[config.mk]
export PLATFORM = sky130hd
export DESIGN_NAME = receiver
export DESIGN_NICKNAME = d
export VERILOG_FILES = /design/src/rtl/uart_pkg.sv /design/src/rtl/rx_sync.sv /design/src/rtl/receiver.sv
export SDC_FILE = /design/constraint.sdc
export NUM_CORES = 1
export LEC_CHECK = 0
export BUFFER_PORTS_ARGS = -buffer_cell sky130_fd_sc_hd__buf_2
export CELL_PAD_IN_SITES_DETAIL_PLACEMENT = 1
export CELL_PAD_IN_SITES_GLOBAL_PLACEMENT = 2
export CORE_ASPECT_RATIO = 0.9
export CORE_MARGIN = 2
export CORE_UTILIZATION = 35
export CTS_CLUSTER_DIAMETER = 200
export DETAILED_ROUTE_END_ITERATION = 7
export PLACE_DENSITY_LB_ADDON = 0.1
export SLEW_MARGIN = 30
export SYNTH_ARGS = -nofsm -noshare
export SYNTH_HDL_FRONTEND = slang
export SYNTH_HIERARCHICAL = 1
export SYNTH_SLANG_ARGS = --single-unit
[constraint.sdc]
create_clock -name iClk -period 1.6 [get_ports iClk]
set_input_delay 0.08 -clock iClk [delete_from_list [all_inputs] [get_ports iClk]]
set_output_delay 0.08 -clock iClk [all_outputs]
set_load 0.1 [all_outputs]
[src/rtl/uart_pkg.sv]
// Shared UART definitions: receiver state encoding, frame width and parity mode.
package uart_pkg;

  localparam int unsigned DATA_BITS  = 8;
  localparam logic        PARITY_ODD = 1'b1;

  typedef enum logic [2:0] {
    ST_IDLE   = 3'd0,
    ST_START  = 3'd1,
    ST_DATA   = 3'd2,
    ST_PARITY = 3'd3,
    ST_STOP   = 3'd4,
    ST_BREAK  = 3'd5
  } rx_state_e;

  // Odd parity: data bits plus parity bit must hold an odd number of ones.
  function automatic logic parity_error(input logic [DATA_BITS-1:0] data,
                                        input logic                 par);
    return (^data ^ par) != PARITY_ODD;
  endfunction

endpackage

[src/rtl/rx_sync.sv]
// Two-flop synchronizer for the asynchronous serial line; resets to idle (high).
module rx_sync (
  input  logic clk,
  input  logic rst,
  input  logic din,
  output logic dout
);

  logic [1:0] sync_q, sync_d;

  always_comb sync_d = {sync_q[0], din};

  always_ff @(posedge clk) begin
    if (rst) sync_q <= '1;
    else     sync_q <= sync_d;
  end

  assign dout = sync_q[1];

endmodule

[src/rtl/receiver.sv]
// UART receiver: start, 8 data bits LSB first, odd parity, stop. Reports parity
// and framing errors with each frame; a held-low line after stop parks in BREAK.
module receiver
  import uart_pkg::*;
#(
  parameter int unsigned CLKS_PER_BIT = 16
) (
  input  logic       iClk,
  input  logic       iRst,
  input  logic       iRx,
  output logic [7:0] odata,
  output logic       oValid,
  output logic       oParityErr,
  output logic       oFrameErr,
  output logic       oBusy
);

  localparam int unsigned TICK_W = $clog2(CLKS_PER_BIT);
  localparam int unsigned IDX_W  = $clog2(DATA_BITS);
  localparam logic [TICK_W-1:0] TICK_LAST = TICK_W'(CLKS_PER_BIT - 1);
  localparam logic [TICK_W-1:0] TICK_HALF = TICK_W'(CLKS_PER_BIT / 2 - 1);
  localparam logic [IDX_W-1:0]  IDX_LAST  = IDX_W'(DATA_BITS - 1);

  logic rxs;

  rx_sync u_rx_sync (
    .clk  (iClk),
    .rst  (iRst),
    .din  (iRx),
    .dout (rxs)
  );

  rx_state_e              state_q, state_d;
  logic [TICK_W-1:0]      tick_q, tick_d;
  logic [IDX_W-1:0]       idx_q, idx_d;
  logic [DATA_BITS-1:0]   shift_q, shift_d;
  logic                   parity_q, parity_d;
  logic [DATA_BITS-1:0]   data_q, data_d;
  logic                   valid_q, valid_d;
  logic                   perr_q, perr_d;
  logic                   ferr_q, ferr_d;

  always_comb begin
    state_d  = state_q;
    tick_d   = tick_q;
    idx_d    = idx_q;
    shift_d  = shift_q;
    parity_d = parity_q;
    data_d   = data_q;
    valid_d  = 1'b0;
    perr_d   = perr_q;
    ferr_d   = ferr_q;

    case (state_q)
      ST_IDLE: begin
        tick_d = '0;
        if (!rxs) state_d = ST_START;
      end
      ST_START: begin
        if (tick_q == TICK_HALF) begin
          tick_d  = '0;
          idx_d   = '0;
          state_d = rxs ? ST_IDLE : ST_DATA;
        end else begin
          tick_d = tick_q + TICK_W'(1);
        end
      end
      ST_DATA: begin
        if (tick_q == TICK_LAST) begin
          tick_d         = '0;
          shift_d[idx_q] = rxs;
          if (idx_q == IDX_LAST) state_d = ST_PARITY;
          else                   idx_d   = idx_q + IDX_W'(1);
        end else begin
          tick_d = tick_q + TICK_W'(1);
        end
      end
      ST_PARITY: begin
        if (tick_q == TICK_LAST) begin
          tick_d   = '0;
          parity_d = rxs;
          state_d  = ST_STOP;
        end else begin
          tick_d = tick_q + TICK_W'(1);
        end
      end
      ST_STOP: begin
        if (tick_q == TICK_LAST) begin
          tick_d  = '0;
          data_d  = shift_q;
          valid_d = 1'b1;
          perr_d  = parity_error(shift_q, parity_q);
          ferr_d  = !rxs;
          state_d = rxs ? ST_IDLE : ST_BREAK;
        end else begin
          tick_d = tick_q + TICK_W'(1);
        end
      end
      ST_BREAK: begin
        tick_d = '0;
        if (rxs) state_d = ST_IDLE;
      end
      default: state_d = ST_IDLE;
    endcase
  end

  always_ff @(posedge iClk) begin
    if (iRst) begin
      state_q  <= ST_IDLE;
      tick_q   <= '0;
      idx_q    <= '0;
      shift_q  <= '0;
      parity_q <= 1'b0;
      data_q   <= '0;
      valid_q  <= 1'b0;
      perr_q   <= 1'b0;
      ferr_q   <= 1'b0;
    end else begin
      state_q  <= state_d;
      tick_q   <= tick_d;
      idx_q    <= idx_d;
      shift_q  <= shift_d;
      parity_q <= parity_d;
      data_q   <= data_d;
      valid_q  <= valid_d;
      perr_q   <= perr_d;
      ferr_q   <= ferr_d;
    end
  end

  assign odata      = data_q;
  assign oValid     = valid_q;
  assign oParityErr = perr_q;
  assign oFrameErr  = ferr_q;
  assign oBusy      = (state_q != ST_IDLE);

endmodule

==> impl_metrics.yaml, run 1 <==
run_status:
  status: "complete, no violations"
setup_path:
  crit_type: "reg2out"
  worstPathArrival_ps: 1440
  worstPathRequired_ps: 1520
  r2r_end: "idx_q[2]"
  worstSetupStartpointType: "flop"
  regToRegSetupSlack_ps: 130
  r2r-start: "state_q[0]"
  endpoint_kind: "primary output"
  reg2regPathDepth: 4
  worst-path-max-fanout: 11
cells_and_area:
  syn2layout_area_growth_pct: 22.8
  nNetsFinal: 199
  seqCellArea_um2: 648
  fin_util: 0.444
  final_area_um2: 1960
  multiInputGateArea_um2: 921
  antennaDiodeCount: 0
  drive_above_1_share: 0.258
  final.fill_count: 514
sta:
  finalCritPeriodShare: 0.950
  worstMarginPinSlew_ps: 594
  maxSlewViolCount: 0
  fmax_ghz: 0.658
  finalHoldViolations: 0
  rsz0062_at_grt: "false"
  setup_violations: 0
  period_needed_ps: 1520
  clock_skew_ps: 4.79
  relSlewSlack: 0.604
  timing.final.ws_setup_ps: 79.7
  hold_ws_ps: 279
pwr:
  p_per_area_nw_per_um2: 786
  p_int_mw: 1.18
  power_mw: 1.54
  p_sw_frac: 0.235
  power.static_leakage_nw: 0.803
  ir_drop_v: 0.000414
  pwr-share-seq: 0.526
  power_frac_clock: 0.433
  power_frac_comb: 0.041
  netSwitchingPower_mw: 0.362
cts:
  cts.reportedPaths.clkPinSlew_ps: 70
  cts_tree: "yes"
  clock_sinks: 32
  cts_buffers: 5
  htree_levels: 2
  clock_latency_ps: 290
  clock_path_buffers: 2
  cts_root_buf: "clkbuf_8"
synthesis:
  synth_top_cell_area_share: 0.402
  post_synth.cell_area_avg_um2: 9.32
  yosys.area.top_type: "dfxtp_1"
  synthTopCellsByArea: "dfxtp_1 40%, mux2i_1 12%, nor2_1 5.9%"
  synth_area_um2: 1590
  syn_inst: 171
  yosysWarnings: 6
  synthArstFlopShare: 0
  synth-seq-cells: 32
  synth_edf_count: 0
  ys_types: 42
  ys.flop_type: "dfxtp_1"
  seq_area_frac_synth: 0.402
  synthesis.nets: 177
floorplanning:
  die_h_um: 68.0
  core-area_um2: 4400
  pin_count: 15
  fp-row-count: 23
  start_util: 0.362
  die_x_um: 75.1
  dieArea_um2: 5110
min_path:
  min_path_type: "in2reg"
  hp-start: "iRst"
  whs_path_depth: 2
  worst_hold_path.endpoint: "shift_q[3]"
route:
  wl_um: 3800
  route.antenna.remaining_nets: 0
  wl_per_cell_um: 14.8
  via_per_inst: 5.06
  num_vias: 1295
  firstDrtPassIters: 3
  drc: 0
  drtIter0Drc: 47
global_routing:
  grt_pass1_vias: 1249
  antenna_found_initial: 0
  grt_max_degree: 33
  grt-ovfl-total: 0
  grt_pass1_wl_um: 6160
  busiest_layer: "met2"
  grtUsageTotal: 0.165
  use_met2: 0.240
  grtUsageMet3: 0.0442
  use_met1: 0.226
placement:
  dp_hpwl_um: 2660
  gp_congestion: 0.778
  io_buffer_count: 14
  post_dp_cell_area_um2: 1790
  dp_slack_ps: -6.91
job:
  cap_violations: 0
-- Yosys cell counts (2+ instances only) --
| master | count |
|---|---|
| a21o_1 | 2 |
| a21oi_1 | 5 |
| a22oi_1 | 2 |
| and2_1 | 2 |
| and3b_1 | 3 |
| buf_2 | 7 |
| clkbuf_1 | 6 |
| dfxtp_1 | 32 |
| ha_1 | 3 |
| mux2i_1 | 19 |
| nand2_1 | 4 |
| nand3_1 | 3 |
| nand3b_1 | 2 |
| nand4_1 | 5 |
| nand4b_1 | 5 |
| nor2_1 | 25 |
| nor2b_1 | 6 |
| nor3b_1 | 2 |
| nor4_1 | 2 |
| o21ai_0 | 8 |
| or2_1 | 2 |
| or3_1 | 2 |
| xnor2_1 | 5 |
-- cells in the final DEF, fill, tap and decap left out, types with 4 or more instances in the layout --
| cell | instances |
|---|---|
| a21oi_1 | 5 |
| buf_2 | 13 |
| buf_4 | 13 |
| clkbuf_8 | 6 |
| dfxtp_1 | 26 |
| dfxtp_2 | 6 |
| mux2i_1 | 19 |
| nand2_1 | 4 |
| nand4_1 | 5 |
| nand4b_1 | 5 |
| nor2_1 | 25 |
| nor2b_1 | 6 |
| o21ai_0 | 6 |
| xnor2_1 | 5 |
-- kinds of logic (layout without fill, tap and decap cells) --
family / after synthesis / count (layout) / share of synthesized area
DFF: 32 / 32 / 0.402
AOI/OAI and AO/OA: 25 / 25 / 0.104
muxes: 19 / 19 / 0.119
xor gates and xnor gates: 7 / 7 / 0.0471
and+or+nand+nor: 70 / 70 / 0.258
adders and majority gates: 3 / 3 / 0.0236
buffers and inverters: 15 / 38 / 0.0455
-- worst max-delay path, cell delays in order, from the launching register on --
cell and delay, ps:
dfxtp_2 360, buf_4 180, or3_1 420, buf_12 190
-- flip-flops by register name, indices dropped and copies added, names as in the netlist, 2 cells and up --
| signal | flops |
|---|---|
| state_q | 3 |
| u_rx_sync/sync_q | 2 |
| tick_q | 4 |
| idx_q | 3 |
| shift_q | 8 |
| odata | 8 |
-- metal layers --
| metal | up-vias | share of wire |
|---|---|---|
| met1 | 623 | 0.52 |
| met3 | 7 | 0.024 |
| met5 | - | 0 |
| met4 | 0 | 0.020 |
| met2 | 13 | 0.44 |
| li1 | 652 | - |
-- power groups by stage --
stage / clock network, mW / registers [mW] / logic [mW]
after floorplan: 0 / 0.822 / 0.0415
after global placement: 0 / 0.827 / 0.0586
after detailed placement: 0 / 0.827 / 0.0598
after CTS: 0.695 / 0.809 / 0.0618
after global routing: 0.720 / 0.810 / 0.0685
final: 0.666 / 0.810 / 0.0628
-- what timing repair did --
action                     in CTS  in global routing
hold endpoints to repair        1                  0
pin swaps                       0                  4
setup buffers                   0                  2
gates resized for setup         1                 14
setup endpoints to repair       6                 23
hold buffers                    1                  0
-- how the worst max path moves through the flow --
stage / startpoint / end / cells after the start
6_report: state_q[1] / oBusy / 3
5_1_grt: idx_q[0] / idx_q[0] / 6
4_1_cts: tick_q[3] / shift_q[3] / 4
3_5_place_dp: tick_q[1] / state_q[0] / 6
3_3_place_gp: tick_q[0] / odata[7] / 6
2_1_floorplan: tick_q[0] / odata[7] / 6
-- per-stage QoR --
step           TNS (ps)  std cells
2_1_floorplan         0        171
3_3_place_gp          0        245
3_5_place_dp      -9.97        245
4_1_cts               0        254
5_1_grt               0        256
6_report              0        256
-- layout make-up --
cell class                 count  area share
clock buffer                   7      0.0441
clock inverter                 1     0.00384
inverter                       1     0.00192
multi-input combinational    124       0.471
sequential                    32       0.331
tap                           62      0.0396
timing repair buffer          29       0.109
No activity file was read; power rests on OpenSTA's default activity.
==> run 2, diff against run 1 <==
Settings changed: CORE_UTILIZATION 35 to 36.
==> impl_metrics.yaml, run 2 (synthesis results as in run 1) <==
route:
  drtIter0Drc: 94
  drc: 0
  via_per_inst: 5.10
  route.antenna.remaining_nets: 0
  wl_per_cell_um: 14.8
  firstDrtPassIters: 4
  num_vias: 1284
  wl_um: 3730
global_routing:
  grt_max_degree: 33
  grt-ovfl-total: 0
  grtUsageTotal: 0.176
  antenna_found_initial: 0
  grt_pass1_wl_um: 6440
  grt_pass1_vias: 1313
cells_and_area:
  multiInputGateArea_um2: 933
  antennaDiodeCount: 0
  syn2layout_area_growth_pct: 24.2
  most-common-layout-cells: "30 x dfxtp_1, 25 x nor2_1, 19 x mux2i_1"
  drive_above_1_share: 0.255
  final_area_um2: 1980
  layout_commonest_cell: "dfxtp_1"
  nNetsFinal: 197
  final.fill_count: 473
  layoutNonFillerInstCount: 252
  seqCellArea_um2: 643
setup_path:
  path_buf_inv: 2
  worstPathArrival_ps: 1440
  worstPathRequired_ps: 1520
  endpoint_kind: "primary output"
  crit_type: "reg2out"
  worst-path-max-fanout: 10
  crit_chain: "buf_4, or3_1, buf_12"
  critical_path.top_delay_family: "simple AND/OR/NAND/NOR gates"
  slowest_stage: "or3_1"
  worstSetupStartpointType: "flop"
  max_stage_delay_ps: 420
pwr:
  p_per_area_nw_per_um2: 867
  ir_drop_v: 0.000447
  power_mw: 1.72
  power.static_leakage_nw: 0.812
floorplanning:
  fp-row-count: 22
  die_x_um: 74.1
  pin_count: 15
  start_util: 0.384
  die_h_um: 67.1
  dieArea_um2: 4980
  core-area_um2: 4160
placement:
  place_inst: 243
  dp_hpwl_um: 2650
  io_buffer_count: 14
  dp_slack_ps: -0.345
  post_dp_cell_area_um2: 1790
  gp_congestion: 0.803
cts:
  clock_latency_ps: 280
  cts_tree: "yes"
  clock_sinks: 32
  htree_levels: 2
  cts.reportedPaths.clkPinSlew_ps: 70
  cts_buffers: 5
  cts_root_buf: "clkbuf_8"
  post_cts_buffers: 0
  clock_path_buffers: 2
sta:
  final.setup.tns_ps: 0
  finalCritPeriodShare: 0.951
  rsz0062_at_grt: "false"
  setup_violations: 0
  finalHoldViolations: 0
  period_needed_ps: 1520
  clock_skew_ps: 2.62
  fmax_ghz: 0.657
  relSlewSlack: 0.609
  timing.final.ws_setup_ps: 78.9
  maxSlewViolCount: 0
  worstMarginPinSlew_ps: 587
job:
  cap_violations: 0
min_path:
  min_path_type: "in2reg"
run_status:
  status: "complete, no violations"
run 2: cell types whose count changed in the layout (fill, tap and decap cells not counted), moves of 2 or more:
cell	delta
o21ai_1	-2
dfxtp_1	+4
dfxtp_2	-4
buf_4	-2
run 2: cell type report:
type / instances / share of cell area
sequential: 32 / 0.325
clock inverter: 1 / 0.0152
clock buffer: 7 / 0.0487
tap: 60 / 0.0379
multi-input combinational: 124 / 0.472
inverter: 1 / 0.00190
timing repair buffer: 27 / 0.0999
run 2: path summary, 6_finish.rpt:
| kind | cells past startpoint | endpoint | startpoint | slack (ps) |
|---|---|---|---|---|
| setup / recovery | 3 | oBusy | state_q[1] | 80 |
| hold / removal | 2 | odata[7] | iRst | 280 |
| setup reg to reg | 6 | tick_q[0] | tick_q[0] | 100 |
| hold reg to reg | 1 | u_rx_sync/sync_q[1] | u_rx_sync/sync_q[0] | 420 |
run 2: per-stage QoR:
stage	util	hold WS [ps]
6_report	0.476	281
5_1_grt	0.476	318
3_3_place_gp	0.430	262
3_5_place_dp	0.430	268
4_1_cts	0.463	283
2_1_floorplan	-	170
run 2: timing repair:
item	CTS	global route
resized for setup	1	14
endpoints found under the hold margin	1	0
endpoints found under the setup margin	2	22
pin swaps	0	5
hold buffers	1	0
run 2: worst register-to-register path, delay by kind of cell (launching register included):
kind,cells,cell delay (ps)
AOI/OAI and AO/OA,2,350
adders and majority gates,1,210
buffers and inverters,1,150
DFF,1,320
and+or+nand+nor,2,390
run 2: report_power, final:
part	leakage [nW]	switching (mW)	internal, mW
clock network	0.0645	0.295	0.549
registers	0.259	0.0103	0.801
logic	0.489	0.0371	0.0239
run 2: routing by layer:
metal / GRT usage / share of wire / wire length (um) / vias to the layer above
met1: 0.242 / 0.52 / 1930 / 612
met2: 0.265 / 0.44 / 1630 / 15
met3: 0.0408 / 0.027 / 100 / 7
met5: 0 / 0 / 0 / -
met4: 0.0682 / 0.017 / 62 / 0
li1: - / - / - / 650
==> run 3, diff against run 2 <==
Settings changed: CORE_ASPECT_RATIO 0.9 to 0.6.
==> impl_metrics.yaml, run 3 (synthesis results as in run 1) <==
run_status:
  status: "complete, no violations"
cells_and_area:
  layout_commonest_cell: "dfxtp_1"
  syn2layout_area_growth_pct: 23.2
  antennaDiodeCount: 0
  nNetsFinal: 200
  drive_above_1_share: 0.262
  most-common-layout-cells: "26 x dfxtp_1, 25 x nor2_1, 19 x mux2i_1"
route:
  drc: 0
  wl_um: 4170
  wl_per_cell_um: 16.4
  route.antenna.remaining_nets: 0
  num_vias: 1340
  firstDrtPassIters: 4
  via_per_inst: 5.25
  drtIter0Drc: 81
floorplanning:
  fp-row-count: 18
  die_h_um: 55.5
  dieArea_um2: 4990
  die_x_um: 89.9
  core-area_um2: 4190
  start_util: 0.381
  pin_count: 15
placement:
  gp_congestion: 0.785
  io_buffer_count: 14
  dp_hpwl_um: 2930
  dp_slack_ps: 17.4
global_routing:
  grtUsageTotal: 0.174
  grt_pass1_vias: 1372
  grt_max_degree: 33
  antenna_found_initial: 0
  grt_pass1_wl_um: 6820
  grt-ovfl-total: 0
setup_path:
  crit_chain: "buf_4, or3_1, buf_12"
  worstPathArrival_ps: 1440
  critical_path.top_delay_family: "simple AND/OR/NAND/NOR gates"
  path_buf_inv: 2
  max_stage_delay_ps: 430
  worst-path-max-fanout: 18
  worstPathRequired_ps: 1520
  slowest_stage: "or3_1"
  endpoint_kind: "primary output"
  worstSetupStartpointType: "flop"
  crit_type: "reg2out"
sta:
  fmax_ghz: 0.656
  finalHoldViolations: 0
  relSlewSlack: 0.603
  finalCritPeriodShare: 0.953
  rsz0062_at_grt: "false"
  maxSlewViolCount: 0
  worstMarginPinSlew_ps: 596
  timing.final.ws_setup_ps: 75.4
  hold_ws_ps: 291
  setup_violations: 0
  clock_skew_ps: 9.17
  final.setup.tns_ps: 0
  period_needed_ps: 1520
pwr:
  p_per_area_nw_per_um2: 776
  power_mw: 1.52
  power.static_leakage_nw: 0.814
  ir_drop_v: 0.000489
cts:
  clock_latency_ps: 280
  cts_tree: "yes"
  cts_root_buf: "clkbuf_8"
  cts.reportedPaths.clkPinSlew_ps: 70
  htree_levels: 2
  clock_sinks: 32
  clock_path_buffers: 2
  cts_buffers: 5
job:
  cap_violations: 0
min_path:
  min_path_type: "in2reg"
==> run 3: routing by layer <==
layer  vias to the layer above  GRT usage  wire, um
li1                        657          -         -
met4                         0     0.0462        13
met3                         2     0.0423       137
met2                        20      0.264      1850
met5                         -          0         0
met1                       661      0.249      2170
==> run 3: timing repair <==
| item | 4_1_cts | 5_1_grt |
|---|---|---|
| gates cloned | 0 | 0 |
| setup buffers | 0 | 1 |
| hold endpoints to repair | 1 | 0 |
| pin swaps | 0 | 3 |
| gates resized for setup | 2 | 14 |
| setup endpoints to repair | 3 | 15 |
| hold buffers | 1 | 0 |
==> run 3: path summary, 6_finish.rpt <==
kind | slack [ps] | cells past startpoint | to | start
worst max-delay path | 80 | 3 | oBusy | state_q[1]
worst min-delay path | 290 | 2 | shift_q[2] | iRst
worst max register to register | 100 | 6 | idx_q[1] | idx_q[1]
worst min register to register | 410 | 1 | u_rx_sync/sync_q[1] | u_rx_sync/sync_q[0]
==> run 3: power by group <==
| part | switching (mW) | internal [mW] | total [mW] |
|---|---|---|---|
| Combinational | 0.0391 | 0.0246 | 0.0637 |
| Clock | 0.310 | 0.343 | 0.653 |
| Sequential | 0.00653 | 0.801 | 0.808 |
==> run 3: final cells by class <==
| type | instances | area (um2) |
|---|---|---|
| fillers | 504 | 2220 |
| multi-input cells | 124 | 925 |
| clock inverters | 2 | 10.0 |
| repair buffers | 30 | 220 |
| inverters | 1 | 3.75 |
| flip-flops and latches | 32 | 648 |
| well taps | 60 | 75.1 |
| clock buffers | 6 | 82.6 |
==> run 3: worst reg2reg max path, cell delays in order (launching register included) <==
cell,delay (ps)
dfxtp_1,340
ha_4,170
ha_4,150
nor4bb_2,270
o21ai_1,150
a22oi_1,210
nor2_1,70
==> run 3: stage by stage <==
step / cells / utilization / instance area [um2]
6_report: 255 / 0.469 / 1960
5_1_grt: 255 / 0.469 / 1960
4_1_cts: 254 / 0.455 / 1910
3_5_place_dp: 245 / 0.430 / 1800
3_3_place_gp: 245 / 0.430 / 1800
2_1_floorplan: 171 / - / 1590
